### src/rtl/id_exe_pipe_reg_pkg.sv
// Shared field widths, status-flag bit positions and the grouped pipeline-register types
// used between the ID and EXE stages.
package id_exe_pipe_reg_pkg;

  localparam int REG_IDX_W = 4;
  localparam int CMD_W     = 4;
  localparam int IMM24_W   = 24;
  localparam int SHOP_W    = 12;

  // NZCV layout of the status register as seen by EXE
  localparam int SR_N = 3;
  localparam int SR_Z = 2;
  localparam int SR_C = 1;
  localparam int SR_V = 0;
  localparam int SR_W = SR_N + 1;

  typedef struct packed {
    logic wb_en;
    logic mem_read;
    logic mem_write;
    logic b;
    logic s;
  } ctrl_t;

  typedef struct packed {
    logic [IMM24_W-1:0]   imm24;
    logic [SHOP_W-1:0]    shift_op;
    logic [CMD_W-1:0]     exe_cmd;
    logic [REG_IDX_W-1:0] dest;
    logic [REG_IDX_W-1:0] src1;
    logic [REG_IDX_W-1:0] src2;
    logic [SR_W-1:0]      sr;
    logic                 imm;
  } fields_t;

  // A bubble must never commit, so its side-effecting control bits are forced low.
  function automatic ctrl_t gate_ctrl(input ctrl_t c, input logic vld);
    return vld ? c : '0;
  endfunction

endpackage

### src/rtl/id_exe_pipe_reg_sat_counter.sv
// Saturating event counter: counts cycles with inc=1, sticks at all-ones, clears on reset.
module sat_counter #(
  parameter int CNT_W = 16
) (
  input  logic             clk,
  input  logic             rst,
  input  logic             inc,
  output logic [CNT_W-1:0] cnt
);

  logic [CNT_W-1:0] cnt_q, cnt_d;

  always_comb begin
    cnt_d = cnt_q;
    if (inc && (cnt_q != {CNT_W{1'b1}})) cnt_d = cnt_q + 1'b1;
  end

  always_ff @(posedge clk or posedge rst) begin
    if (rst) cnt_q <= '0;
    else     cnt_q <= cnt_d;
  end

  assign cnt = cnt_q;

endmodule

### src/rtl/id_exe_pipe_reg.sv
// ID->EXE pipeline register with freeze (stall), flush (squash) and bubble insertion,
// plus saturating stall/flush debug counters.
module id_exe_pipe_reg
  import id_exe_pipe_reg_pkg::*;
#(
  parameter int DATA_W = 32,
  parameter int CNT_W  = 16
) (
  input  logic                 clk,
  input  logic                 rst,
  input  logic                 freeze,
  input  logic                 flush,
  input  logic                 valid_in,
  input  logic [DATA_W-1:0]    pc_in,
  input  logic [DATA_W-1:0]    valRn_in,
  input  logic [DATA_W-1:0]    valRm_in,
  input  logic [IMM24_W-1:0]   signedimm_in,
  input  logic [SHOP_W-1:0]    shiftOp_in,
  input  logic [CMD_W-1:0]     exeCmd_in,
  input  logic [REG_IDX_W-1:0] dest_in,
  input  logic [REG_IDX_W-1:0] src1_in,
  input  logic [REG_IDX_W-1:0] src2_in,
  input  logic                 imm_in,
  input  logic                 wbEn_in,
  input  logic                 memRead_in,
  input  logic                 memWrite_in,
  input  logic                 b_in,
  input  logic                 s_in,
  input  logic [SR_W-1:0]      sr_in,
  output logic                 valid_out,
  output logic [DATA_W-1:0]    pc_out,
  output logic [DATA_W-1:0]    valRn_out,
  output logic [DATA_W-1:0]    valRm_out,
  output logic [IMM24_W-1:0]   signedimm_out,
  output logic [SHOP_W-1:0]    shiftOp_out,
  output logic [CMD_W-1:0]     exeCmd_out,
  output logic [REG_IDX_W-1:0] dest_out,
  output logic [REG_IDX_W-1:0] src1_out,
  output logic [REG_IDX_W-1:0] src2_out,
  output logic                 imm_out,
  output logic                 wbEn_out,
  output logic                 memRead_out,
  output logic                 memWrite_out,
  output logic                 b_out,
  output logic                 s_out,
  output logic [SR_W-1:0]      sr_out,
  output logic [CNT_W-1:0]     stall_cnt,
  output logic [CNT_W-1:0]     flush_cnt
);

  logic              valid_q, valid_d;
  logic [DATA_W-1:0] pc_q, pc_d;
  logic [DATA_W-1:0] rn_q, rn_d;
  logic [DATA_W-1:0] rm_q, rm_d;
  ctrl_t             ctrl_q, ctrl_d, ctrl_in;
  fields_t           fld_q, fld_d, fld_in;

  assign ctrl_in = '{wb_en: wbEn_in, mem_read: memRead_in, mem_write: memWrite_in,
                     b: b_in, s: s_in};
  assign fld_in  = '{imm24: signedimm_in, shift_op: shiftOp_in, exe_cmd: exeCmd_in,
                     dest: dest_in, src1: src1_in, src2: src2_in, sr: sr_in, imm: imm_in};

  // Priority: flush beats freeze beats load; hold is the default.
  always_comb begin
    valid_d = valid_q;
    pc_d    = pc_q;
    rn_d    = rn_q;
    rm_d    = rm_q;
    ctrl_d  = ctrl_q;
    fld_d   = fld_q;
    if (flush) begin
      valid_d = 1'b0;
      pc_d    = '0;
      rn_d    = '0;
      rm_d    = '0;
      ctrl_d  = '0;
      fld_d   = '0;
    end else if (!freeze) begin
      valid_d = valid_in;
      pc_d    = pc_in;
      rn_d    = valRn_in;
      rm_d    = valRm_in;
      ctrl_d  = gate_ctrl(ctrl_in, valid_in);
      fld_d   = fld_in;
    end
  end

  always_ff @(posedge clk or posedge rst) begin
    if (rst) begin
      valid_q <= 1'b0;
      pc_q    <= '0;
      rn_q    <= '0;
      rm_q    <= '0;
      ctrl_q  <= '0;
      fld_q   <= '0;
    end else begin
      valid_q <= valid_d;
      pc_q    <= pc_d;
      rn_q    <= rn_d;
      rm_q    <= rm_d;
      ctrl_q  <= ctrl_d;
      fld_q   <= fld_d;
    end
  end

  assign valid_out     = valid_q;
  assign pc_out        = pc_q;
  assign valRn_out     = rn_q;
  assign valRm_out     = rm_q;
  assign signedimm_out = fld_q.imm24;
  assign shiftOp_out   = fld_q.shift_op;
  assign exeCmd_out    = fld_q.exe_cmd;
  assign dest_out      = fld_q.dest;
  assign src1_out      = fld_q.src1;
  assign src2_out      = fld_q.src2;
  assign sr_out        = fld_q.sr;
  assign imm_out       = fld_q.imm;
  assign wbEn_out      = ctrl_q.wb_en;
  assign memRead_out   = ctrl_q.mem_read;
  assign memWrite_out  = ctrl_q.mem_write;
  assign b_out         = ctrl_q.b;
  assign s_out         = ctrl_q.s;

  // A flush cycle is not a stall even when freeze is also high.
  sat_counter #(.CNT_W(CNT_W)) u_stall_cnt (
    .clk (clk),
    .rst (rst),
    .inc (freeze & ~flush),
    .cnt (stall_cnt)
  );

  sat_counter #(.CNT_W(CNT_W)) u_flush_cnt (
    .clk (clk),
    .rst (rst),
    .inc (flush),
    .cnt (flush_cnt)
  );

endmodule
### config.mk
export PLATFORM = sky130hd
export DESIGN_NAME = id_exe_pipe_reg
export DESIGN_NICKNAME = d
export VERILOG_FILES = /design/src/rtl/id_exe_pipe_reg_pkg.sv /design/src/rtl/id_exe_pipe_reg_sat_counter.sv /design/src/rtl/id_exe_pipe_reg.sv
export SDC_FILE = /design/constraint.sdc
export NUM_CORES = 1
export LEC_CHECK = 0
export ABC_AREA = 1
export ABC_CLOCK_PERIOD_IN_PS = 12600
export CAP_MARGIN = 15
export CORE_UTILIZATION = 35
export CTS_CLUSTER_DIAMETER = 30
export DETAILED_ROUTE_END_ITERATION = 8
export PLACE_DENSITY = 0.8
export SLEW_MARGIN = 40
export SYNTH_ARGS = -nofsm -noshare
export SYNTH_HDL_FRONTEND = slang
export SYNTH_HIERARCHICAL = 1
export SYNTH_SLANG_ARGS = --single-unit
### constraint.sdc
create_clock -name clk -period 12.6 [get_ports clk]
set_clock_uncertainty 0.05 [all_clocks]
set_input_delay 3.78 -clock clk [delete_from_list [all_inputs] [get_ports clk]]
set_output_delay 3.78 -clock clk [all_outputs]
set_load 0.05 [all_outputs]
==> flow_metrics.tcl, run 1 <==
set metrics [dict create \
    global_route.overflow_total 0 \
    wirelength_um 23600 \
    slew_headroom_pct 47.9 \
    ys_seq_elements 191 \
    dieHeight_um 154 \
    power_density_nw_per_um2 136 \
    total_leakage_power_nw 6.01 \
    avgViaCountPerCell 4.58 \
    timing.hold.worst.class "reg2reg" \
    share_of_post_route_cells_with_drive_strength_above_1_pct 6.10 \
    per_instance_average_area_after_synthesis_um2 8.31 \
    firstDrtPassIters 4 \
    post_cts.repair.setup_buffers 0 \
    initial_antenna_violation_count 0 \
    h_tree_depth_reported_by_cts 4 \
    criticalPathCategory "in2reg" \
    finalSetupViolCount 0 \
    n_antenna_cell 0 \
    sequential_share_of_the_synthesized_area_pct 59.0 \
    place.gp.congestion 0.843 \
    cts.reportedPaths.clkPinSlew_ns 0.07 \
    layout_commonest_cell "nand2_1" \
    syn_inst 974 \
    routedWlPerCell_um 14.6 \
    finalMaxSlewViolations 0 \
    cell_variety_after_synth 20 \
    fp.dieArea_um2 23700 \
    run_status "finished clean" \
    crit_arrival_ns 6.02 \
    grt_max_degree 105 \
    stdcell_area_um2 12500 \
    die_width_um 154 \
    cts-root-to-sink-buffers 2 \
    dr_total_vias 7383 \
    grt_usage_pct 20.1 \
    cts_root_buffer "clkbuf_16" \
    tns_ns 0 \
    rows 55 \
    cp_data_required_time_ns 12.91 \
    starting_utilization_of_the_core_area_pct 35.8 \
    placed_area_um2 11900 \
    clock-sinks 191 \
    post_cts.resized_instances 0 \
    crit_fanout 73 \
    synth.net_count 1139 \
    worst_setup_path_start_kind "input pin" \
    drt_antenna_net_count 0 \
    max_freq_mhz 175 \
    worst_pin_slew_ns 0.781 \
    tritoncts_clock_tree "done" \
    pin_count 354 \
    dr.first_iter.drc_count 462 \
    grt_first_pass_wirelength_um 37500 \
    yosys_warnings 6 \
    first_global_vias 7405 \
    final.min_clock_period_ns 5.71 \
    timing.max_cap.violations 0 \
    remaining_drc_errors 0 \
    syn2layout_area_growth_pct 54.0 \
    post_cts_hold_buffer_count 0 \
    rsz0062_at_grt "false" \
    end_kind "flip-flop" \
    clk_latency_ns 0.43 \
    hold_viol 0 \
    coreArea_um2 22600 \
    layout.cells.most_common_list "nand2_1, clkdlybuf4s50_1, dfrtp_1" \
    mappedNetlistArea_um2 8100 \
    finalCritPeriodShare_pct 45.3 \
    cts_made_buffers 17 \
    dpl.hpwl_um 17000 \
    finish.net_count 1480 \
    io_buffers 353 \
    power.ir.vdd_worst_mv 0.0811 \
]
Yosys cell counts:
library cell	number	area (µm²)
buf_8	2	30.0
nand3_1	23	115
nand4_1	10	62.6
clkbuf_1	9	33.8
nand2_2	12	75.1
xor2_1	4	35.0
xnor2_1	4	35.0
nor2_2	8	50.1
dfrtp_1	191	4780
ha_1	2	25.0
o21ai_1	8	40.0
inv_1	32	120
buf_2	24	120
nor2_1	28	105
nor2_4	10	113
nand3b_1	4	30.0
nand2_1	588	2210
buf_4	1	7.51
o21ai_2	12	105
inv_2	2	7.51
power breakdown:
| part | total, mW | leakage (nW) | internal (mW) | switching, mW |
|---|---|---|---|---|
| Sequential | 0.704 | 2.53 | 0.659 | 0.0456 |
| Combinational | 0.440 | 3.19 | 0.159 | 0.281 |
| Clock | 0.551 | 0.288 | 0.286 | 0.265 |
| Total | 1.70 | 6.01 | 1.10 | 0.592 |
cells by family (layout without fill, tap and decap cells):
kind of cell             Yosys count  after routing  synth area share, %
AO/OA/AOI/OAI                     20             20                 1.79
XOR/XNOR                           8              8                0.865
adder cells (fa/ha/maj)            2              2                0.309
buffers and inverters             70            424                 3.94
flip-flops                       191            191                 59.0
AND/OR/NAND/NOR                  683            683                 34.1
metal layers:
| layer | wire, µm | global-route usage, % | up-vias |
|---|---|---|---|
| met1 | 9560 | 23.9 | 3429 |
| met3 | 1740 | 6.12 | 37 |
| met2 | 11600 | 33.9 | 263 |
| met5 | 0 | 0 | - |
| li1 | - | - | 3654 |
| met4 | 681 | 8.10 | 0 |
worst max-delay path, cell delays in order:
cell and delay (ns):
clkdlybuf4s50_1 0.54, nor2_4 0.15, buf_4 0.58, inv_1 0.26, nor2_4 0.46, nand2_1 0.13
o21ai_2 0.08
path summary, 6_finish.rpt:
check / startpoint / end / slack [ns] / depth (start not counted)
max reg2reg: u_flush_cnt/cnt[0] / u_flush_cnt/cnt[11] / 10.83 / 8
max: flush / u_stall_cnt/cnt[4] / 6.89 / 7
min in group asynchronous: rst / valRm_out[7] / 3.82 / 2
min reg2reg: src2_out[3] / src2_out[3] / 0.42 / 2
min: src2_out[3] / src2_out[3] / 0.42 / 2
max in group asynchronous: rst / pc_out[25] / 7.63 / 3
flip-flops by register name (all words and copies together) (netlist names), 4 cells and up:
name / count
exeCmd_out: 4
u_flush_cnt/cnt: 16
pc_out: 32
u_stall_cnt/cnt: 16
shiftOp_out: 12
sr_out: 4
dest_out: 4
valRn_out: 32
src1_out: 4
src2_out: 4
signedimm_out: 24
valRm_out: 32
through the flow:
step                      utilization [%]  setup slack [ns]  instances  power [mW]  hold WS [ns]
final                                55.1              6.89       1613        1.70         0.422
after global routing                 55.1              6.68       1613        1.77         0.435
after CTS                            55.1              6.88       1613        1.72         0.426
after detailed placement             52.4              6.41       1581        1.16         0.407
after global placement               52.3              6.29       1581        1.15         0.402
after floorplan                         -              4.48        974       0.976         0.701
layout make-up:
| cell class | instances | area, µm² |
|---|---|---|
| flip-flops and latches | 191 | 4780 |
| repair buffers | 358 | 3580 |
| inverters | 34 | 135 |
| clock buffers | 18 | 429 |
| multi-input cells | 713 | 3010 |
| clock inverters | 14 | 176 |
| well taps | 285 | 357 |
| fillers | 2024 | 10200 |
Note: power is estimated with default switching activity, not from simulation.
==> run 2, diff against run 1 <==
Settings changed: ABC_CLOCK_PERIOD_IN_PS 12600 to 5410.
Clock period 12.6 ns to 5.41 ns, I/O delays scaled along.
==> flow_metrics.tcl, run 2 (synthesis results as in run 1) <==
set metrics [dict create \
    remaining_drc_errors 0 \
    avgViaCountPerCell 4.54 \
    ff2ff_setup_slack_ns 3.61 \
    crit_fanout 8 \
    global_route.overflow_total 0 \
    critical_path.reg2reg.endpoint "u_stall_cnt/cnt[14]" \
    dieHeight_um 154 \
    wirelength_um 23300 \
    grt_max_degree 96 \
    drt_antenna_net_count 0 \
    cts_root_buffer "clkbuf_16" \
    timing.hold.worst.class "reg2reg" \
    worst_setup_path_start_kind "flip-flop" \
    grt_first_pass_wirelength_um 37500 \
    r2r-start "u_stall_cnt/cnt[0]" \
    dr.first_iter.drc_count 463 \
    finish.net_count 1481 \
    n_antenna_cell 0 \
    rows 55 \
    cts-root-to-sink-buffers 2 \
    whs_path_cells 2 \
    run_status "finished clean" \
    post_cts.repair.setup_buffers 0 \
    die_width_um 154 \
    layout_commonest_cell "nand2_1" \
    dpl.hpwl_um 16800 \
    rsz0062_at_grt "false" \
    clock-sinks 191 \
    worst_r2r_path_depth 8 \
    finalHoldWorstSlack_ns 0.422 \
    cp_data_required_time_ns 3.74 \
    worst_path_max_delay_cell "clkdlybuf4s50_1" \
    grt_usage_pct 20.1 \
    syn2layout_area_growth_pct 54.1 \
    firstDrtPassIters 4 \
    end_kind "output pin" \
    routedWlPerCell_um 14.4 \
    h_tree_depth_reported_by_cts 4 \
    hold_start "pc_out[27]" \
    criticalPathCategory "reg2out" \
    path_buf_inv 1 \
    layout.cells.most_common_list "nand2_1, clkdlybuf4s50_1, dfrtp_1" \
    share_of_post_route_cells_with_drive_strength_above_1_pct 6.17 \
    io_buffers 353 \
    crit_path_max_incr_delay_ns 0.87 \
    cts.reportedPaths.clkPinSlew_ns 0.08 \
    post_cts.resized_instances 0 \
    post_cts_hold_buffer_count 0 \
    worst_pin_slew_ns 0.750 \
    fp.dieArea_um2 23700 \
    crit_arrival_ns 1.80 \
    worst_hold_path.endpoint "pc_out[27]" \
    power_density_nw_per_um2 314 \
    max_freq_mhz 288 \
    initial_antenna_violation_count 1 \
    timing.critical_path.cells "clkdlybuf4s50_1" \
    hold_viol 0 \
    total_leakage_power_nw 6.02 \
    clk_latency_ns 0.43 \
    filler_cell_count 2011 \
    starting_utilization_of_the_core_area_pct 35.8 \
    finalCritPeriodShare_pct 64.2 \
    tritoncts_clock_tree "done" \
    finalSetupViolCount 0 \
    dr_total_vias 7326 \
    path_delay_family "buffers and inverters" \
    final.min_clock_period_ns 3.48 \
    timing.max_cap.violations 0 \
    cts_made_buffers 17 \
    slew_headroom_pct 50.0 \
    first_global_vias 7219 \
    tns_ns 0 \
    place.gp.congestion 0.824 \
    coreArea_um2 22600 \
    finalMaxSlewViolations 0 \
    power.ir.vdd_worst_mv 0.172 \
    pin_count 354 \
]
==> run 2: changes by cell type in the layout (fill, tap and decap cells not counted), sizes merged <==
cell	change
inv	-2
buf	+1
clkinvlp	-1
bufinv	-1
clkinv	+4
==> run 2: layout make-up <==
class,instances,area (µm²),share of cell area (%)
clock buffers,18,429,3.44
clock inverters,14,173,1.38
inverters,34,131,1.05
multi-input cells,713,3010,24.1
flip-flops and latches,191,4780,38.3
well taps,285,357,2.86
repair buffers,359,3600,28.9
==> run 2: worst max path at each step <==
stage,cells after the start,to,startpoint,slack [ns]
3_3_place_gp,5,valRm_out[18],flush,1.92
2_1_floorplan,1,b_out,rst,1.72
6_report,1,stall_cnt[0],u_stall_cnt/cnt[0],1.93
5_1_grt,1,stall_cnt[0],u_stall_cnt/cnt[0],1.88
4_1_cts,1,stall_cnt[0],u_stall_cnt/cnt[0],1.90
3_5_place_dp,6,u_stall_cnt/cnt[6],flush,1.87
==> run 2: power by group <==
| group | total [mW] | leakage [nW] | switching (mW) | internal, mW |
|---|---|---|---|---|
| Combinational | 1.03 | 3.20 | 0.658 | 0.372 |
| Sequential | 1.64 | 2.53 | 0.105 | 1.53 |
| Clock | 1.25 | 0.290 | 0.628 | 0.625 |
| Total | 3.92 | 6.02 | 1.39 | 2.53 |
==> run 2: per-stage QoR <==
| stage | worst slack (ns) | instance area, µm² | instances | total power, mW | utilization (%) |
|---|---|---|---|---|---|
| after floorplan | 1.72 | 8100 | 974 | 2.27 | - |
| after detailed placement | 1.87 | 11900 | 1582 | 2.70 | 52.4 |
| final | 1.93 | 12500 | 1614 | 3.92 | 55.1 |
| after CTS | 1.90 | 12500 | 1614 | 3.98 | 55.1 |
| after global routing | 1.88 | 12500 | 1614 | 4.11 | 55.1 |
| after global placement | 1.92 | 11900 | 1582 | 2.68 | 52.4 |
==> run 2: routing by layer <==
metal	share of wire (%)	wire, µm	GRT usage (%)
met1	40	9360	23.3
met2	49	11500	34.3
met3	7.2	1660	6.14
met4	3.1	714	8.52
met5	0.073	17	0
